--- config.mk ---
export PLATFORM = sky130hd
export DESIGN_NAME = mem_scanner
export DESIGN_NICKNAME = d
export VERILOG_FILES = /design/src/rtl/mem_scan_pkg.sv /design/src/rtl/tick_gen.sv /design/src/rtl/mem_scanner.sv
export SDC_FILE = /design/constraint.sdc
export NUM_CORES = 1
export LEC_CHECK = 0
export ABC_AREA = 1
export BUFFER_PORTS_ARGS = -buffer_cell sky130_fd_sc_hd__buf_2
export CAP_MARGIN = 30
export CORE_AREA = 8 8 115 159
export CTS_CLUSTER_SIZE = 30
export DETAILED_ROUTE_END_ITERATION = 12
export DIE_AREA = 0 0 123 167
export HOLD_SLACK_MARGIN = 0.08
export PLACE_DENSITY = 0.71
export SLEW_MARGIN = 40
export SYNTH_ARGS = -nofsm -noshare
export SYNTH_HDL_FRONTEND = slang
export SYNTH_SLANG_ARGS = --single-unit
--- constraint.sdc ---
create_clock -name CLOCK_50 -period 6.2 [get_ports CLOCK_50]
set_clock_uncertainty 0.15 [all_clocks]
set_input_delay 1.86 -clock CLOCK_50 [delete_from_list [all_inputs] [get_ports CLOCK_50]]
set_output_delay 1.86 -clock CLOCK_50 [all_outputs]
set_load 0.005 [all_outputs]
--- src/rtl/mem_scan_pkg.sv ---
// rtl/mem_scan_pkg.sv - shared scan mode encodings for mem_scanner
package mem_scan_pkg;

  localparam logic [1:0] MODE_HOLD = 2'b00;
  localparam logic [1:0] MODE_UP   = 2'b01;
  localparam logic [1:0] MODE_DOWN = 2'b10;
  localparam logic [1:0] MODE_STEP = 2'b11;

endpackage

--- src/rtl/tick_gen.sv ---
// rtl/tick_gen.sv - free-running prescaler, one-cycle tick every DIV cycles
module tick_gen #(
  parameter int DIV = 50000000
) (
  input  logic clk,
  input  logic aclr,
  output logic tick
);

  localparam int W = $clog2(DIV);
  localparam logic [W-1:0] LAST = W'(DIV - 1);

  logic [W-1:0] count;

  always_ff @(posedge clk) begin
    if (!aclr) begin
      count <= '0;
    end else if (count == LAST) begin
      count <= '0;
    end else begin
      count <= count + 1'b1;
    end
  end

  // Decoded from the count so reset (count = 0) forces tick low immediately.
  assign tick = (count == LAST);

endmodule

--- src/rtl/mem_scanner.sv ---
// rtl/mem_scanner.sv - windowed memory scanner with tick/step driven address advance
module mem_scanner
  import mem_scan_pkg::*;
#(
  parameter int DATA_W   = 4,
  parameter int ADDR_W   = 5,
  parameter int TICK_DIV = 50000000
) (
  input  logic              CLOCK_50,
  input  logic              aclr,
  input  logic              wr_en,
  input  logic [ADDR_W-1:0] wr_addr,
  input  logic [DATA_W-1:0] wr_data,
  input  logic [1:0]        mode,
  input  logic              step,
  input  logic [ADDR_W-1:0] lo_addr,
  input  logic [ADDR_W-1:0] hi_addr,
  output logic [ADDR_W-1:0] rd_addr,
  output logic [DATA_W-1:0] rd_data,
  output logic              rd_valid,
  output logic              tick
);

  logic [DATA_W-1:0] mem [2**ADDR_W];
  logic              step_prev;
  logic              adv_pend;
  logic              advance;
  logic [ADDR_W-1:0] next_addr;

  tick_gen #(.DIV(TICK_DIV)) u_tick_gen (
    .clk  (CLOCK_50),
    .aclr (aclr),
    .tick (tick)
  );

  always_comb begin
    advance = 1'b0;
    case (mode)
      MODE_UP, MODE_DOWN: advance = tick;
      MODE_STEP:          advance = step & ~step_prev;
      default:            advance = 1'b0;
    endcase
  end

  // An inverted window collapses to lo_addr; an out-of-window address re-enters at the start edge.
  always_comb begin
    next_addr = rd_addr;
    if (lo_addr > hi_addr) begin
      next_addr = lo_addr;
    end else if (mode == MODE_DOWN) begin
      if (rd_addr <= lo_addr || rd_addr > hi_addr) next_addr = hi_addr;
      else                                         next_addr = rd_addr - 1'b1;
    end else begin
      if (rd_addr >= hi_addr || rd_addr < lo_addr) next_addr = lo_addr;
      else                                         next_addr = rd_addr + 1'b1;
    end
  end

  always_ff @(posedge CLOCK_50) begin
    if (aclr && wr_en) begin
      mem[wr_addr] <= wr_data;
    end
  end

  // step_prev resets high so a step held through reset is not seen as a new edge.
  always_ff @(posedge CLOCK_50) begin
    if (!aclr) begin
      rd_addr   <= lo_addr;
      rd_data   <= '0;
      rd_valid  <= 1'b0;
      adv_pend  <= 1'b0;
      step_prev <= 1'b1;
    end else begin
      step_prev <= step;
      adv_pend  <= advance;
      rd_valid  <= adv_pend;
      rd_data   <= mem[rd_addr];
      if (advance) begin
        rd_addr <= next_addr;
      end
    end
  end

endmodule
# Word-level counts from Yosys, hierarchy flattened
# Memory sizes are Yosys's and may differ from the RTL's. A register that Yosys moved wholly into a read port is not among the register bits.
# Cells that the tools add are included.
# totals
register_bits	34
mem_bits_rw	128
inputBits	25
output_inout_bits	11
word_cells	37
memories	1
# op_classes
add_sub_neg	3
magnitude_cmp	5
eq_ne	5
muxes	9
bitwise_logic	3
n_reduce_logical	6
# memory_table
name	depth	width	read_ports	rd_ports_with_merged_regs	write_ports	line	text
mem	32	4	1	1	1	mem_scanner.sv:24	logic [DATA_W-1:0] mem [2**ADDR_W];
# ops
op	n
$mux 5	6
$add 26x1->26 const B	1
$eq 26x26->1 const B	1
$gt 5x5->1	2
$add 5x1->5 const B	1
$ge 5x5->1	1
$le 5x5->1	1
$lt 5x5->1	1
$sub 5x1->5 const B	1
$eq 2x2->1 const B	2
$reduce_or 2->1	2
$eq 2x1->1 const B	1
$logic_or 1x1->1	2
$mux 1	2
$ne 2x1->1 const B	1
$not 1->1	2
$pmux 1 s2	1
$and 1x1->1	1
$logic_and 1x1->1	1
$logic_not 1->1	1

# Longest topological paths before layout
# Gate-level depths: netlist of the first run.
# depth
ltp_word	7
mapped_depth	14
depth_no_buf	14

# Hierarchy
# Synthesis of the first run repeated with hierarchy kept, for this count alone.
# hier_totals
cells_unflattened	809
hier_area_um2	7802.5
# modules_own_cells
module	n_inst	cells_per_inst	area_each_um2	seq_area_each_um2
mem_scanner	1	597	6406.1	4134.0
tick_gen	1	212	1396.3	520.5

# Worst setup path after synthesis of the first run
# OpenSTA, ideal clock, no wires.
# synth_timing
path_type	input port to flip-flop
startpoint	input port hi_addr[1]
endpoint	register rd_addr[0] (data pin)
setup_ns	0.254
t_arrival_ns	3.032
required_time_ns	5.796
setup_slack_ns	2.764
path_stages	10
path_buffers	0
cell_sequence	inv_1 > ha_1 > inv_1 > o21bai_1 > a21oi_1 > o21ai_0 > a21oi_1 > nand2_1 > nand2_1 > nand2_1
# synth_via
elab_chain_cells	7
elab_cells_between_ends	11
cone_classes	order compare: 3; mux: 6; reduce/logical: 2
# synth_lines
element	line	text
start, declared	mem_scanner.sv:17	input logic [ADDR_W-1:0] hi_addr,
$ge 5x5->1 or $gt 5x5->1 (tied branches)	mem_scanner.sv:54, mem_scanner.sv:51	
$logic_or 1x1->1 (on tied branches)	mem_scanner.sv:54, mem_scanner.sv:51	
$mux 5 (on tied branches)	mem_scanner.sv:54, mem_scanner.sv:51	
$mux 5	mem_scanner.sv:50	end else if (mode == MODE_DOWN) begin
$mux 5 (*)	mem_scanner.sv:48	if (lo_addr > hi_addr) begin
$mux 5 (*)	mem_scanner.sv:78	if (advance) begin
$mux 5 (*)	mem_scanner.sv:67	if (!aclr) begin
end signal, assigned	mem_scanner.sv:68	rd_addr <= lo_addr;
end signal, assigned	mem_scanner.sv:79	rd_addr <= next_addr;
end, declared	mem_scanner.sv:18	output logic [ADDR_W-1:0] rd_addr,
# Every way passes the cells marked *; elsewhere a longest branch is shown, timed or not. The select of a mux whose other input is x is not followed.
# A chain may end at the register's enable or synchronous reset.

# Worst setup path in the final report of the first run
# layout_timing
startpoint	register u_tick_gen.count[12]
endpoint	output port tick
# layout_via
elab_chain_cells	1
# layout_lines
element	line	text
start, declared	tick_gen.sv:13	logic [W-1:0] count;
start signal, assigned	tick_gen.sv:21	count <= count + 1'b1;
$eq 26x26->1	tick_gen.sv:26	assign tick = (count == LAST);
end, declared	mem_scanner.sv:21	output logic tick
# Every way passes these cells.

==> results of run 1 <==
-- worst min path at each step --
stage | slack [ns] | end
3_3_place_gp | 0.27 | rd_valid
2_1_floorplan | 0.24 | rd_valid
6_report | 0.29 | rd_valid
4_1_cts | 0.29 | rd_valid
5_1_grt | 0.32 | rd_valid
3_5_place_dp | 0.27 | rd_valid
-- worst max-delay path: cells and delay by family (launching register included) --
kind,cells,cell delay (ns)
buffers and inverters,2,0.24
flip-flops,1,0.56
AND/OR/NAND/NOR,3,0.50
-- state kept, by name (all words and copies together) (netlist names) --
signal            count
mem                 128
u_tick_gen.count     26
rd_addr               5
rd_data               4
adv_pend              1
rd_valid              1
step_prev             1
-- power by group --
group | internal, W | switching, W | total (W)
Combinational | 0.0000810 | 0.000180 | 0.000261
Sequential | 0.00122 | 0.0000114 | 0.00123
Clock | 0.000595 | 0.000433 | 0.00103
-- layer usage --
metal | vias to the layer above | GRT usage | part of all wire
met5 | - | 0 | 0
met4 | 0 | 0.0772 | 0.030
met3 | 34 | 0.0335 | 0.050
met2 | 152 | 0.307 | 0.50
met1 | 2608 | 0.209 | 0.42
li1 | 2787 | - | -
-- cell usage in the layout, fill, tap and decap left out, types with 15 or more instances in the layout --
cell type	n
clkbuf_16	17
dfxtp_1	33
o21ai_0	67
nand2_1	112
buf_2	35
inv_1	62
nor2_1	155
ha_1	21
a21oi_1	15
nand3_1	56
edfxtp_1	133
-- kinds of logic (layout without fill, tap and decap cells) --
kind of cell             count (synthesis)  count (layout)  synth area share
AO/OA/AOI/OAI                          126             126            0.0903
flip-flops                             166             166             0.596
buffers and inverters                   93             137            0.0530
AND/OR/NAND/NOR                        376             376             0.215
XOR/XNOR                                11              11            0.0123
adder cells (fa/ha/maj)                 21              21            0.0336
-- layout make-up --
class	count	area, µm²	share of cell area
Inverter	68	258	0.0297
Clock inverter	14	150	0.0173
Sequential cell	166	4650	0.536
Multi-Input combinational cell	534	2740	0.316
Tap cell	199	249	0.0287
Clock buffer	17	425	0.0490
Timing Repair Buffer	38	198	0.0228
-- metrics by stage --
stage          hold slack [ns]  total power [W]  setup WS [ns]  instances  utilization
6_report                 0.287          0.00252           2.47       1036        0.544
5_1_grt                  0.317          0.00260           2.36       1036        0.544
4_1_cts                  0.295          0.00253           2.45       1036        0.544
3_5_place_dp             0.269          0.00151           2.39       1005        0.508
3_3_place_gp             0.272          0.00151           2.49       1005        0.508
2_1_floorplan            0.240          0.00143           2.76        793            -
==> reports/results.tsv, run 1 <==
stage	metric	value	unit
run_status	outcome	finished, final reports clean	
sta	drv_slew	0	
global_route	grt_use_total	0.178	
drt	viasPerCell	5.39	
worst_setup_path	worstSetupStartpointType	register	
floorplanning	start_util	0.489	
synthesis	synth-seq-cells	166	
clock_network	ctsHoldBuffers	0	
global_route	grt_max_degree	72	
synthesis	synthFlopType	edfxtp_1	
floorplanning	core_region_area	16000	µm²
synthesis	synthCells	793	
sta	rsz0062_at_grt	no	
worst_setup_path	crit_required	4.19	ns
clock_network	cts_buffer_depth	2	
worst_setup_path	critPathSlowestCell	dfxtp_1	
placement	gp_congestion	0.869	
global_route	globalRouteOverflowTotal	0	
sta	final-hold-violation-count	0	
finish	area_delta_synth_final	11.1	%
clock_network	clock-sinks	166	
clock_network	clk_latency	0.42	ns
synthesis	yosysMostFrequentCell	nor2_1	
floorplanning	dieHeight	167	µm
hold_path	hold_depth	2	
finish	final_layout_size_suffix_gt1_frac	0.121	
floorplanning	rows	55	
drt	wl_per_cell	16.8	µm
power_and_ir_drop	p_leak	3.24	nW
sta	relSlewSlack	0.469	
synthesis	async_flop_share	0	
hold_path	hold_start	adv_pend	
sta	tns	0	ns
global_route	grt_pass1_vias	5537	
clock_network	cts_setup_buffers	0	
synthesis	synth-edff-count	133	
worst_setup_path	r2r-start	rd_addr[0]	
worst_setup_path	worstReg2RegEnd	rd_data[1]	
synthesis	synth_nets	839	
worst_setup_path	path_cells	nand2_4, inv_2, nand4_2, nor3_4, buf_2	
sta	worstMarginPinSlew	0.797	ns
clock_network	cts_root_buf	clkbuf_16	
sta	max_freq	268	MHz
synthesis	yosys-top-cells-area	edfxtp_1 51%, dfxtp_1 8.5%, nor2_1 7.4%, nand2_1 5.4%, o21ai_0 4.3%	
drt	drt_iter0_drc	415	
drt	detail-route-antenna-nets	0	
clock_network	clk_pin_slew	0.07	ns
synthesis	ys_warn_count	0	
power_and_ir_drop	power_per_cell_area	290	nW/µm²
drt	totalWireLength	17.4	mm
worst_setup_path	path_class	register to output pin	
drt	drcViolationCount	0	
placement	hpwl	11.5	mm
worst_setup_path	r2r_cells	9	
finish	layout.nets	871	
job	drv_cap	0	
sta	finalSetupViolations	0	
placement	io_buffers	35	
floorplanning	fp.dieArea	20500	µm²
finish	design_area	8680	µm²
worst_setup_path	crit_end	tick	
floorplanning	ios	36	
clock_network	cts_max_level	4	
floorplanning	die_x	123	µm
synthesis	syn_avg_cell_area	9.85	µm²
clock_network	cts_buffers	17	
worst_setup_path	path_max_fanout	8	
worst_setup_path	end_kind	output pin	
synthesis	yosysSeqAreaShare	0.596	
drt	vias	5581	
clock_network	ctsResizeCount	0	
worst_setup_path	rrSetupSlack	3.30	ns
worst_setup_path	slowest_delay	0.56	ns
clock_network	cts_tree	done	
placement	dpl_cell_area	8100	µm²
power_and_ir_drop	irDropWorstVdd	0.187	mV
global_route	antenna_found_initial	0	
sta	period_share	0.602	
hold_path	hp-class	register to register	
synthesis	synth_common_cells	155 x nor2_1, 133 x edfxtp_1, 112 x nand2_1	
worst_setup_path	startpoint	u_tick_gen.count[12]	
drt	drt-pass1-iter-count	5	
finish	fillers	1367	
sta	fin_crit	3.73	ns
synthesis	netlist_area	7810	µm²
synthesis	synth_cell_types	43	
synthesis	synth_top_cell_by_area	edfxtp_1	
global_route	grt_pass1_wl	28.2	mm
finish	n_antenna_cell	0	
worst_setup_path	arrival	1.72	ns
synthesis	synth_top_cell_area_share	0.511	
No activity file was read; power rests on OpenSTA's default activity.
==> run 2: changes to the inputs <==
Settings changed: PLACE_DENSITY 0.71 to 0.74.
Clock period 6.2 ns to 3.1 ns, I/O delays scaled along.
==> run 2 against run 1 <==
  * Via count rose by 4.6%
  * Combinational power is 110% higher
  * First-iteration DRC count is 53% higher
  * Global-route usage barely moved
  * Sequential power up 99%
  * Core utilization up 0.61 points
  * Register-to-register slack got worse by 2.6 ns
  * Critical endpoint unchanged
  * Largest cell class unchanged
==> reports/results.tsv, run 2 (same netlist as run 1, synthesis figures left out) <==
stage	metric	value	unit
finish	largest_reg_flops	128	
floorplanning	ios	36	
floorplanning	rows	55	
hold_path	hold_depth	2	
drt	viasPerCell	5.59	
worst_setup_path	worstReg2RegEnd	rd_addr[2]	
sta	relSlewSlack	0.543	
clock_network	cts_root_buf	clkbuf_16	
worst_setup_path	cp_top_family	flip-flops	
power_and_ir_drop	power.switching	0.00142	W
clock_network	cts_buffer_depth	2	
power_and_ir_drop	p_clk_frac	0.417	
sta	drv_slew	0	
clock_network	clk_latency	0.43	ns
finish	layout_common_cells	155 x nor2_1, 133 x edfxtp_1, 112 x nand2_1	
floorplanning	dieHeight	167	µm
clock_network	ctsResizeCount	0	
worst_setup_path	path_cells	nand2_4, inv_2, nand4_2, nor3_4, buf_2	
finish	layout_commonest_cell	nor2_1	
worst_setup_path	crit_required	2.02	ns
clock_network	cts_max_level	4	
sta	fin_crit	2.83	ns
worst_setup_path	arrival	1.75	ns
clock_network	cts_setup_buffers	0	
finish	layout.nets	878	
power_and_ir_drop	intPower	0.00371	W
worst_setup_path	worst-path-buf-inv	2	
sta	worstMarginPinSlew	0.685	ns
global_route	grt_use_total	0.178	
drt	totalWireLength	17.7	mm
run_status	outcome	finished, final reports clean	
global_route	grt_max_degree	71	
placement	io_buffers	35	
sta	tns	0	ns
clock_network	clk_pin_slew	0.07	ns
floorplanning	die_x	123	µm
worst_setup_path	slowest_delay	0.56	ns
power_and_ir_drop	power_frac_seq	0.478	
power_and_ir_drop	power_per_cell_area	585	nW/µm²
global_route	globalRouteOverflowTotal	0	
drt	detail-route-antenna-nets	0	
hold_path	hold_start	adv_pend	
floorplanning	start_util	0.489	
sta	period_share	0.912	
worst_setup_path	path_max_fanout	8	
clock_network	cts_tree	done	
floorplanning	core_region_area	16000	µm²
sta	final-hold-violation-count	0	
finish	final_layout_size_suffix_gt1_frac	0.130	
power_and_ir_drop	p_sw_frac	0.277	
worst_setup_path	rrSetupSlack	0.75	ns
clock_network	ctsHoldBuffers	0	
global_route	antenna_found_initial	0	
global_route	grt_pass1_vias	5804	
sta	rsz0062_at_grt	no	
worst_setup_path	worstSetupStartpointType	register	
finish	n_antenna_cell	0	
job	drv_cap	0	
drt	vias	5835	
worst_setup_path	path_class	register to output pin	
power_and_ir_drop	irDropWorstVdd	0.402	mV
floorplanning	fp.dieArea	20500	µm²
worst_setup_path	r2r_cells	12	
hold_path	hold_end	rd_valid	
drt	drt_iter0_drc	634	
power_and_ir_drop	p_comb_frac	0.106	
clock_network	cts_buffers	17	
sta	max_freq	354	MHz
finish	postLayoutCoreUtil	0.550	
drt	wl_per_cell	17.0	µm
finish	area_delta_synth_final	12.3	%
drt	drt-pass1-iter-count	6	
worst_setup_path	critPathSlowestCell	dfxtp_1	
placement	hpwl	11.9	mm
worst_setup_path	end_kind	output pin	
worst_setup_path	r2r-start	rd_addr[4]	
sta	finalSetupViolations	0	
placement	gp_congestion	0.940	
drt	drcViolationCount	0	
power_and_ir_drop	p_leak	3.29	nW
global_route	grt_pass1_wl	28.6	mm
hold_path	hp-class	register to register	
clock_network	clock-sinks	166	
finish	reg_top3	mem: 128 flops, u_tick_gen.count: 26 flops, rd_addr: 5 flops	
finish	regMostFlops	mem	
-- run 2: cell types whose count changed in the layout (fill, tap and decap cells not counted), sizes merged --
cell | previous run | this run
buf | 38 | 45
bufinv | 2 | 0
inv | 72 | 75
-- run 2: power by group through the flow --
| stage | clock network (W) | logic (W) | registers [W] |
|---|---|---|---|
| 6_report | 0.00214 | 0.000542 | 0.00245 |
| 5_1_grt | 0.00223 | 0.000614 | 0.00246 |
| 4_1_cts | 0.00215 | 0.000540 | 0.00245 |
| 3_5_place_dp | 0 | 0.000538 | 0.00250 |
| 3_3_place_gp | 0 | 0.000529 | 0.00250 |
| 2_1_floorplan | 0 | 0.000357 | 0.00250 |
-- run 2: metal layers --
metal  vias to the layer above  track usage  share of wire  wire length [µm]
met5                         -            0              0                 0
met4                         0       0.0951          0.029               511
met3                        41       0.0365          0.071              1260
met2                       241        0.300           0.51              9020
met1                      2745        0.207           0.39              6920
li1                       2808            -              -                 -
-- run 2: worst min-delay path, stage by stage, from the launching register on --
cell and delay, ns:
dfxtp_1 0.31, nand2_1 0.05, inv_1 0.04
-- run 2: area by class of cell --
| type | instances | area (µm²) |
|---|---|---|
| Clock buffer | 17 | 425 |
| Clock inverter | 15 | 195 |
| Fill cell | 1389 | 7190 |
| Inverter | 68 | 258 |
| Multi-Input combinational cell | 534 | 2740 |
| Sequential cell | 166 | 4650 |
| Tap cell | 199 | 249 |
| Timing Repair Buffer | 45 | 250 |
-- run 2: metrics by stage --
step	setup WS [ns]	hold slack, ns	std cells	total power, W	cell area, µm²
global placement	0.336	0.256	1012	0.00303	8160
global route	0.177	0.302	1044	0.00530	8780
detailed placement	0.296	0.256	1012	0.00304	8160
CTS	0.262	0.273	1044	0.00514	8780
floorplan	0.594	0.240	793	0.00286	7810
finish	0.273	0.267	1044	0.00513	8780
-- run 2: worst max-delay path by stage --
stage	start	depth (start not counted)	slack, ns	to
CTS	u_tick_gen.count[12]	5	0.26	tick
global placement	lo_addr[4]	12	0.34	rd_addr[4]
global route	u_tick_gen.count[12]	5	0.18	tick
finish	u_tick_gen.count[12]	5	0.27	tick
detailed placement	lo_addr[4]	12	0.30	rd_addr[3]
floorplan	hi_addr[1]	10	0.59	rd_addr[0]
==> run 3: changes to the inputs <==
Settings changed: CTS_BUF_LIST set to sky130_fd_sc_hd__clkbuf_8.
==> run 3 against run 2 <==
  * Cell area is 2.2% lower
  * First-iteration DRC count is 0.79% higher
  * Combinational power hardly changed
  * Routed wire length is 1.9% lower
  * Final cell count stayed put
  * Core utilization is 1.2 points lower
  * Critical path type unchanged
  * Largest cell class unchanged
  * Highest routed layer unchanged
==> reports/results.tsv, run 3 (same netlist as run 1, synthesis figures left out) <==
stage	metric	value	unit
floorplanning	start_util	0.489	
clock_network	clk_pin_slew	0.10	ns
drt	detail-route-antenna-nets	0	
clock_network	clk_latency	0.46	ns
clock_network	cts_setup_buffers	0	
worst_setup_path	rrSetupSlack	0.72	ns
sta	rsz0062_at_grt	no	
finish	final_layout_size_suffix_gt1_frac	0.130	
job	drv_cap	0	
worst_setup_path	critPathSlowestCell	dfxtp_1	
placement	io_buffers	35	
power_and_ir_drop	p_comb_frac	0.118	
floorplanning	rows	55	
clock_network	cts_max_level	4	
worst_setup_path	path_class	register to output pin	
sta	drv_slew	0	
power_and_ir_drop	intPower	0.00324	W
hold_path	hold_depth	2	
drt	viasPerCell	5.54	
clock_network	ctsResizeCount	0	
finish	area_delta_synth_final	9.88	%
worst_setup_path	worstReg2RegEnd	rd_addr[1]	
power_and_ir_drop	p_clk_frac	0.346	
drt	drt_iter0_drc	639	
drt	totalWireLength	17.4	mm
global_route	antenna_found_initial	0	
worst_setup_path	worstSetupStartpointType	register	
run_status	outcome	finished, final reports clean	
global_route	grt_pass1_vias	5817	
sta	period_share	0.925	
power_and_ir_drop	power.switching	0.00134	W
placement	gp_congestion	0.940	
power_and_ir_drop	power_per_cell_area	533	nW/µm²
floorplanning	ios	36	
clock_network	cts_tree	done	
worst_setup_path	end_kind	output pin	
finish	layout_commonest_cell	nor2_1	
hold_path	hp-class	register to register	
finish	design_area	8580	µm²
clock_network	clock-sinks	166	
finish	layout_common_cells	155 x nor2_1, 133 x edfxtp_1, 112 x nand2_1	
sta	relSlewSlack	0.535	
sta	worstMarginPinSlew	0.698	ns
hold_path	hold_end	rd_valid	
sta	max_freq	349	MHz
sta	tns	0	ns
drt	wl_per_cell	16.6	µm
finish	n_antenna_cell	0	
floorplanning	dieHeight	167	µm
sta	finalSetupViolations	0	
worst_setup_path	r2r_cells	12	
worst_setup_path	r2r-start	rd_addr[4]	
global_route	globalRouteOverflowTotal	0	
worst_setup_path	path_max_fanout	8	
power_and_ir_drop	power_frac_seq	0.536	
finish	largest_reg_flops	128	
placement	hpwl	11.9	mm
floorplanning	core_region_area	16000	µm²
global_route	grt_use_total	0.175	
drt	drt-pass1-iter-count	5	
sta	fin_crit	2.87	ns
finish	regMostFlops	mem	
drt	vias	5788	
finish	reg_top3	mem: 128 flops, u_tick_gen.count: 26 flops, rd_addr: 5 flops	
power_and_ir_drop	irDropWorstVdd	0.317	mV
sta	postLayoutSetupSlackWorst	0.231	ns
floorplanning	fp.dieArea	20500	µm²
floorplanning	die_x	123	µm
placement	place_ws	0.296	ns
hold_path	hold_start	adv_pend	
worst_setup_path	arrival	1.79	ns
worst_setup_path	path_cells	nand2_4, inv_2, nand4_2, nor3_4, buf_2	
global_route	grt_max_degree	71	
sta	final-hold-violation-count	0	
clock_network	cts_buffer_depth	2	
clock_network	cts_buffers	17	
worst_setup_path	crit_required	2.02	ns
clock_network	ctsHoldBuffers	0	
finish	postLayoutCoreUtil	0.538	
drt	drcViolationCount	0	
power_and_ir_drop	p_sw_frac	0.293	
placement	dpl_cell_area	8160	µm²
global_route	grt_pass1_wl	28.2	mm
power_and_ir_drop	p_leak	3.20	nW
clock_network	cts_root_buf	clkbuf_8	
finish	layout.nets	878	
worst_setup_path	slowest_delay	0.58	ns
run 3: cell counts in the layout (fill, tap and decap cells not counted):
Identical to the previous run, type by type.
run 3: cell type report:
class | count | area [µm²]
fill | 1417 | 7380
sequential | 166 | 4650
multi-input combinational | 534 | 2740
inverter | 68 | 258
timing repair buffer | 45 | 250
tap | 199 | 249
clock buffer | 17 | 234
clock inverter | 15 | 195
run 3: worst max-delay path by stage:
stage | from | endpoint | slack, ns | depth (start not counted)
2_1_floorplan | hi_addr[1] | rd_addr[0] | 0.59 | 10
3_5_place_dp | lo_addr[4] | rd_addr[3] | 0.30 | 12
5_1_grt | u_tick_gen.count[12] | tick | 0.11 | 5
6_report | u_tick_gen.count[12] | tick | 0.23 | 5
4_1_cts | u_tick_gen.count[12] | tick | 0.21 | 5
3_3_place_gp | lo_addr[4] | rd_addr[4] | 0.34 | 12
run 3: power by group through the flow:
stage	sequential, W	clock, W	combinational [W]
detailed placement	0.00250	0	0.000538
global route	0.00246	0.00168	0.000613
finish	0.00245	0.00158	0.000541
global placement	0.00250	0	0.000529
CTS	0.00245	0.00160	0.000540
floorplan	0.00250	0	0.000357
run 3: critical path, delay by kind of cell (launching register included):
| kind | cells | cell delay [ns] |
|---|---|---|
| flip-flops | 1 | 0.58 |
| AND/OR/NAND/NOR | 3 | 0.50 |
| buffers and inverters | 2 | 0.24 |
run 3: metrics by stage:
step | hold WS (ns) | power (W) | cells
floorplan | 0.240 | 0.00286 | 793
global placement | 0.256 | 0.00303 | 1012
detailed placement | 0.256 | 0.00304 | 1012
CTS | 0.277 | 0.00459 | 1044
global route | 0.306 | 0.00475 | 1044
finish | 0.272 | 0.00457 | 1044
run 3: layer usage:
| layer | routed length [µm] | vias up | GRT usage |
|---|---|---|---|
| met1 | 6860 | 2724 | 0.205 |
| met2 | 8770 | 215 | 0.297 |
| met3 | 1210 | 43 | 0.0355 |
| li1 | - | 2806 | - |
| met4 | 528 | 0 | 0.0825 |
| met5 | 0 | - | 0 |
